--- config.mk ---
export PLATFORM = sky130hd
export DESIGN_NAME = flag_alloc_ctrl
export DESIGN_NICKNAME = d
export VERILOG_FILES = /design/src/rtl/flag_alloc_ctrl.sv
export SDC_FILE = /design/constraint.sdc
export NUM_CORES = 1
export LEC_CHECK = 0
export ABC_CLOCK_PERIOD_IN_PS = 3400
export CAP_MARGIN = 10
export CORE_ASPECT_RATIO = 0.75
export CORE_MARGIN = 2
export CORE_UTILIZATION = 49
export CTS_BUF_LIST = sky130_fd_sc_hd__clkbuf_2 sky130_fd_sc_hd__clkbuf_4 sky130_fd_sc_hd__clkbuf_8
export DETAILED_ROUTE_END_ITERATION = 16
export GPL_TIMING_DRIVEN = 0
export PLACE_DENSITY = 0.88
export SETUP_SLACK_MARGIN = 0.4
export SLEW_MARGIN = 5
export SYNTH_ARGS = -nofsm -noshare
export SYNTH_HDL_FRONTEND = slang
export SYNTH_SLANG_ARGS = --single-unit
--- constraint.sdc ---
create_clock -name clk -period 3.4 [get_ports clk]
set_input_delay 0.68 -clock clk [delete_from_list [all_inputs] [get_ports clk]]
set_output_delay 0.68 -clock clk [all_outputs]
set_load 0.01 [all_outputs]
--- src/rtl/flag_alloc_ctrl.sv ---
// flag_alloc_ctrl: read-modify-write controller in front of the 3-read-port
// valid-flag memory of the hash table. Takes one insert/delete request at a
// time, reads the three candidate bucket masks, sets or clears one slot, writes
// the new mask back and strobes a one-cycle response.
// Optional feature: define FLAG_ALLOC_COUNT_EN to add the occupancy_o counter.
module flag_alloc_ctrl #(
    parameter int  SIZE        = 10,
    parameter int  BUCKET_SIZE = 4,
    localparam int SLOT_W      = (BUCKET_SIZE > 1) ? $clog2(BUCKET_SIZE) : 1
) (
    input  logic                   clk,
    input  logic                   reset,
    input  logic                   req_valid_i,
    output logic                   req_ready_o,
    input  logic                   req_op_i,
    input  logic [SIZE-1:0]        req_adr_0_i,
    input  logic [SIZE-1:0]        req_adr_1_i,
    input  logic [SIZE-1:0]        req_adr_2_i,
    input  logic [1:0]             req_sel_i,
    input  logic [SLOT_W-1:0]      req_slot_i,
    output logic                   resp_valid_o,
    output logic                   resp_ok_o,
    output logic [1:0]             resp_sel_o,
    output logic [SLOT_W-1:0]      resp_slot_o,
    output logic                   flag_ready_o,
    output logic [SIZE-1:0]        flag_read_adr_0_o,
    output logic [SIZE-1:0]        flag_read_adr_1_o,
    output logic [SIZE-1:0]        flag_read_adr_2_o,
    output logic [SIZE-1:0]        flag_write_adr_o,
    output logic                   flag_write_en_o,
    output logic [BUCKET_SIZE-1:0] flag_write_is_valid_o,
    input  logic [BUCKET_SIZE-1:0] flag_in_0_i,
    input  logic [BUCKET_SIZE-1:0] flag_in_1_i,
    input  logic [BUCKET_SIZE-1:0] flag_in_2_i
`ifdef FLAG_ALLOC_COUNT_EN
    ,
    output logic [SIZE+$clog2(BUCKET_SIZE+1)-1:0] occupancy_o
`endif
);

    typedef enum logic [1:0] {ST_IDLE, ST_READ, ST_EVAL, ST_RESP} state_t;

    state_t state, state_nxt, state_eff;

    // Request fields latched at accept, response fields latched at end of EVAL
    logic                   op_p0;
    logic [SIZE-1:0]        adr_p0 [3];
    logic [1:0]             sel_p0;
    logic [SLOT_W-1:0]      slot_p0;
    logic                   ok_p1;
    logic [1:0]             sel_p1;
    logic [SLOT_W-1:0]      slot_p1;

    logic [BUCKET_SIZE-1:0] cand_mask [3];
    logic [BUCKET_SIZE-1:0] hit_mask;
    logic [SIZE-1:0]        hit_adr;
    logic                   ev_ok;
    logic [1:0]             ev_sel;
    logic [SLOT_W-1:0]      ev_slot;
    logic [SIZE-1:0]        ev_adr;
    logic [BUCKET_SIZE-1:0] ev_mask;

    // Lowest-index clear bit of a mask (only meaningful when mask is not full)
    function automatic logic [SLOT_W-1:0] first_free_slot(input logic [BUCKET_SIZE-1:0] m);
        logic [SLOT_W-1:0] r;
        r = '0;
        for (int s = BUCKET_SIZE - 1; s >= 0; s--) begin
            if (!m[s]) r = SLOT_W'(s);
        end
        return r;
    endfunction

    // One-hot of a slot; an out-of-range slot shifts out to all zeros
    function automatic logic [BUCKET_SIZE-1:0] slot_onehot(input logic [SLOT_W-1:0] s);
        return BUCKET_SIZE'(1) << s;
    endfunction

    assign cand_mask[0] = flag_in_0_i;
    assign cand_mask[1] = flag_in_1_i;
    assign cand_mask[2] = flag_in_2_i;

    // Reset forces the decoded outputs to their idle values in the same cycle,
    // so a request caught mid-flight issues neither a write nor a response.
    assign state_eff = reset ? ST_IDLE : state;

    // State register
    always_ff @(posedge clk) begin
        if (reset) state <= ST_IDLE;
        else       state <= state_nxt;
    end

    // Next-state logic: only leaving IDLE depends on an input
    always_comb begin
        state_nxt = state;
        case (state)
            ST_IDLE: if (req_valid_i) state_nxt = ST_READ;
            ST_READ: state_nxt = ST_EVAL;
            ST_EVAL: state_nxt = ST_RESP;
            ST_RESP: state_nxt = ST_IDLE;
            default: state_nxt = ST_IDLE;
        endcase
    end

    // Stage p0: capture the request on accept
    always_ff @(posedge clk) begin
        if (state == ST_IDLE && req_valid_i) begin
            op_p0     <= req_op_i;
            adr_p0[0] <= req_adr_0_i;
            adr_p0[1] <= req_adr_1_i;
            adr_p0[2] <= req_adr_2_i;
            sel_p0    <= req_sel_i;
            slot_p0   <= req_slot_i;
        end
    end

    // Decide which slot to set or clear from the masks returned by the memory
    always_comb begin
        ev_ok    = 1'b0;
        ev_sel   = '0;
        ev_slot  = '0;
        ev_adr   = '0;
        ev_mask  = '0;
        hit_mask = '0;
        hit_adr  = '0;
        if (!op_p0) begin
            // Walk from lowest priority upward so candidate 0 wins ties
            for (int k = 2; k >= 0; k--) begin
                if (!(&cand_mask[k])) begin
                    ev_ok   = 1'b1;
                    ev_sel  = 2'(k);
                    ev_slot = first_free_slot(cand_mask[k]);
                    ev_adr  = adr_p0[k];
                    ev_mask = cand_mask[k] | slot_onehot(first_free_slot(cand_mask[k]));
                end
            end
        end else begin
            case (sel_p0)
                2'd0: begin hit_mask = cand_mask[0]; hit_adr = adr_p0[0]; end
                2'd1: begin hit_mask = cand_mask[1]; hit_adr = adr_p0[1]; end
                2'd2: begin hit_mask = cand_mask[2]; hit_adr = adr_p0[2]; end
                default: begin hit_mask = '0; hit_adr = '0; end
            endcase
            if (|(hit_mask & slot_onehot(slot_p0))) begin
                ev_ok   = 1'b1;
                ev_sel  = sel_p0;
                ev_slot = slot_p0;
                ev_adr  = hit_adr;
                ev_mask = hit_mask & ~slot_onehot(slot_p0);
            end
        end
    end

    // Stage p1: hold the result for the RESP cycle
    always_ff @(posedge clk) begin
        if (state == ST_EVAL) begin
            ok_p1   <= ev_ok;
            sel_p1  <= ev_sel;
            slot_p1 <= ev_slot;
        end
    end

    // Output decode from the (reset-qualified) state
    always_comb begin
        req_ready_o           = 1'b0;
        resp_valid_o          = 1'b0;
        resp_ok_o             = 1'b0;
        resp_sel_o            = '0;
        resp_slot_o           = '0;
        flag_ready_o          = 1'b0;
        flag_read_adr_0_o     = '0;
        flag_read_adr_1_o     = '0;
        flag_read_adr_2_o     = '0;
        flag_write_en_o       = 1'b0;
        flag_write_adr_o      = '0;
        flag_write_is_valid_o = '0;
        case (state_eff)
            ST_IDLE: req_ready_o = 1'b1;
            ST_READ: begin
                flag_ready_o      = 1'b1;
                flag_read_adr_0_o = adr_p0[0];
                flag_read_adr_1_o = adr_p0[1];
                flag_read_adr_2_o = adr_p0[2];
            end
            ST_EVAL: begin
                flag_ready_o      = 1'b1;
                flag_read_adr_0_o = adr_p0[0];
                flag_read_adr_1_o = adr_p0[1];
                flag_read_adr_2_o = adr_p0[2];
                if (ev_ok) begin
                    flag_write_en_o       = 1'b1;
                    flag_write_adr_o      = ev_adr;
                    flag_write_is_valid_o = ev_mask;
                end
            end
            ST_RESP: begin
                resp_valid_o = 1'b1;
                resp_ok_o    = ok_p1;
                resp_sel_o   = sel_p1;
                resp_slot_o  = slot_p1;
            end
            default: req_ready_o = 1'b0;
        endcase
    end

`ifdef FLAG_ALLOC_COUNT_EN
    localparam int OCC_W = SIZE + $clog2(BUCKET_SIZE + 1);

    logic [OCC_W-1:0] occ_q;

    // Saturating up/down step of the occupancy count
    function automatic logic [OCC_W-1:0] occ_step(input logic [OCC_W-1:0] c,
                                                  input logic inc, input logic dec);
        if (inc && !(&c))       return c + OCC_W'(1);
        if (dec && (c != '0))   return c - OCC_W'(1);
        return c;
    endfunction

    // Occupancy counter, stepped at the end of EVAL on a successful operation
    always_ff @(posedge clk) begin
        if (reset)                  occ_q <= '0;
        else if (state == ST_EVAL)  occ_q <= occ_step(occ_q, ev_ok & ~op_p0, ev_ok & op_p0);
    end

    assign occupancy_o = occ_q;
`endif

endmodule

==> impl_metrics.csv <==
group,metric,value,unit
synth,ys_seq_elements,42,
routing,vias,2908,
clock_network,cts_tree,"built",
layout,seqCellArea,1240,um2
floorplan,die_h,68.6,um
placement,place.gp.congestion,0.945,
worst_setup_path,crit_path_frequent_cell,"buf_4",
routing,final_antenna_net_count,0,
layout,layoutNonFillerInstCount,485,
routing,wl,9370,um
grt,grt_pass1_vias,2750,
sta,fin_setup_tns,0,ns
worst_setup_path,path_cells,"buf_4 -> mux2i_2 -> o22ai_1 -> a21o_1 -> o211ai_1 -> buf_4 -> buf_4 -> buf_4 -> o31ai_2 -> buf_2",
layout,design_area,4220,um2
clock_network,cts_buffers,5,
synth,ys_async_sr_fraction,0,%
synth,syn_nets,340,
synth,synthFlopType,"edfxtp_1",
grt,grt_max_degree,36,
synth,synthDistinctLibCells,39,
placement,placed_cells,458,
sta,rsz0062_at_grt,"true",
layout,n_antenna_cell,0,
grt,grt_first_pass_wirelength,13800,um
worst_setup_path,required,2.72,ns
synth,seq_area_frac_synth,45.6,%
routing,first_pass_iters,5,
hold_path,hold_path.class,"reg -> reg",
status,status,"complete, no violations",
layout,fillers,361,
pwr,p_leak,1.94,nW
floorplan,rows,23,
worst_setup_path,crit_arrival,2.41,ns
clock_network,clkTransAtPathRegs,0.08,ns
layout,fin_nets,465,
grt,grt_use_total,29.0,%
clock_network,clkSinkCount,42,
layout,multi_input_area,1550,um2
sta,fin_crit,3.09,ns
grt,antenna_found_initial,0,
sta,setup_viol,0,
worst_setup_path,cp-start-kind,"register",
worst_setup_path,critPathMaxFanout,6,
routing,wl_per_cell,19.3,um
floorplan,io_pins,103,
synth,syn_area_per_cell,9.59,um2
pwr,peakVddDrop,0.345,mV
synth,synth_edf_count,40,
synth,synthCells,284,
floorplan,die_x,90.1,um
worst_setup_path,crit_type,"reg -> out",
sta,drv_slew,0,
layout,area_delta_synth_final,54.9,%
layout,drive_gt1_share,22.2,%
placement,place_area,3810,um2
clock_network,cts_buffer_depth,2,
sta,hold_viol,0,
routing,drtIter0Drc,338,
sta,finClkSkew,0.0135,ns
clock_network,htree_levels,2,
sta,setup_slack,0.311,ns
sta,worst_pin_slew,0.825,ns
routing,routed_via_density,6.00,
clock_network,cts-hold-fix-buffers,0,
pwr,power,2.22,mW
synth,synth_warnings,0,
layout,fin_util,78.8,%
routing,drc,0,
floorplan,initial_core_util,50.9,%
worst_setup_path,critPathCaptureType,"output pin",
pwr,powerDensity,525,nW/um2
grt,grt-ovfl-total,0,
clock_network,cts_root_buf,"clkbuf_8",
sta,fmax,324,MHz
placement,place_hpwl,6110,um
floorplan,die-area,6180,um2
placement,port_buffers,99,
worst_setup_path,slowest_stage,"edfxtp_1",
placement,pre_cts_slack,-0.459,ns
clock_network,clock_latency,0.31,ns
sta,fin_worst_hold_slack,0.606,ns
worst_setup_path,slowest_delay,0.47,ns
sta,post-route-period-util,90.8,%
sta,maxSlewHeadroom,45.0,%
floorplan,core,5350,um2
flow_run,cap_violations,0,
synth,synth_area,2720,um2
-- cell type report --
type                    count  share of cell area, %
clock inverters             3                  0.385
inverters                   8                  0.712
plain buffers              20                   2.99
flip-flops and latches     42                   29.4
well taps                  75                   2.22
repair buffers            118                   26.0
clock buffers               5                   1.63
multi-input cells         214                   36.6
-- path summary, 6_finish.rpt --
kind / from / end / slack [ns] / depth (start not counted)
worst min-delay path: state[0] / state[0] / 0.61 / 2
worst max-delay path: sel_p0[1] / flag_write_is_valid_o[2] / 0.31 / 10
worst min register to register: state[0] / state[0] / 0.61 / 2
worst max register to register: sel_p0[1] / slot_p1[0] / 1.11 / 10
-- cells in the mapped netlist (2+ instances only) --
master / instances / area [um2]
inv_1: 8 / 30.0
nand4_2: 2 / 25.0
edfxtp_1: 40 / 1200
a21oi_1: 28 / 140
o21ai_0: 5 / 25.0
nor2b_1: 4 / 25.0
mux2i_1: 15 / 150
o22a_1: 2 / 17.5
and2_1: 36 / 225
o32ai_1: 8 / 70.1
and4_1: 2 / 17.5
o2111ai_1: 2 / 17.5
a31oi_1: 5 / 31.3
a21o_1: 2 / 15.0
a211oi_1: 2 / 15.0
nor2_1: 15 / 56.3
o31ai_1: 6 / 45.0
o211ai_1: 5 / 37.5
nand2_1: 31 / 116
dfxtp_1: 2 / 40.0
ha_1: 6 / 75.1
nand2b_1: 3 / 18.8
nand3_1: 18 / 90.1
buf_2: 7 / 35.0
clkbuf_1: 12 / 45.0
o22ai_1: 5 / 31.3
-- layer usage --
metal | global-route usage (%) | vias to the layer above | part of all wire, %
li1 | - | 1307 | -
met1 | 37.4 | 1368 | 41
met2 | 49.4 | 214 | 47
met3 | 7.61 | 19 | 11
met4 | 8.27 | 0 | 1.7
met5 | 0 | - | 0
-- power breakdown --
part           switching, mW  internal (mW)
clock network          0.187          0.141
registers             0.0811          0.716
logic                  0.579          0.513
total                  0.847           1.37
-- cells in the final DEF (no fill, tap or decap), types with 3 or more instances in the layout --
cell type and count:
a21oi_1 28, a31oi_1 5, and2_1 35, buf_2 21, buf_4 18, clkbuf_1 4
clkbuf_2 10, clkbuf_4 3, clkbuf_8 6, clkdlybuf4s50_1 53, dlymetal6s2s_1 20, edfxtp_1 40
ha_1 4, inv_1 7, mux2i_1 14, nand2_1 30, nand3_1 18, nor2_1 14
nor2b_1 4, o211ai_1 5, o21ai_0 4, o22ai_1 5, o31ai_2 3, o32ai_1 3
o32ai_2 4
-- state kept, by name (all words and copies together), names as in the netlist --
name,flops
adr_p0,30
sel_p0,2
sel_p1,2
slot_p0,2
slot_p1,2
state,2
ok_p1,1
op_p0,1
-- worst max-delay path, delay by kind of cell (launching register included) --
| family | cells | cell delay (ns) |
|---|---|---|
| flip-flops | 1 | 0.47 |
| AO/OA/AOI/OAI | 4 | 0.65 |
| multiplexers | 1 | 0.15 |
| buffers and inverters | 5 | 0.82 |
-- logic make-up after synthesis --
group,after synthesis,share of synthesized area (%)
AND/OR/NAND/NOR,116,22.2
AO/OA/AOI/OAI,76,19.3
flip-flops,42,45.6
buffers and inverters,28,4.32
multiplexers,15,5.51
adder cells (fa/ha/maj),6,2.76
XOR/XNOR,1,0.322
-- what timing repair did --
action / 4_1_cts / 5_1_grt
pin swaps: 7 / 4
endpoints found under the setup margin: 50 / 37
resized for setup: 113 / 53
gates cloned: 0 / 1
setup buffers: 11 / 7
No activity file was read; power rests on OpenSTA's default activity.
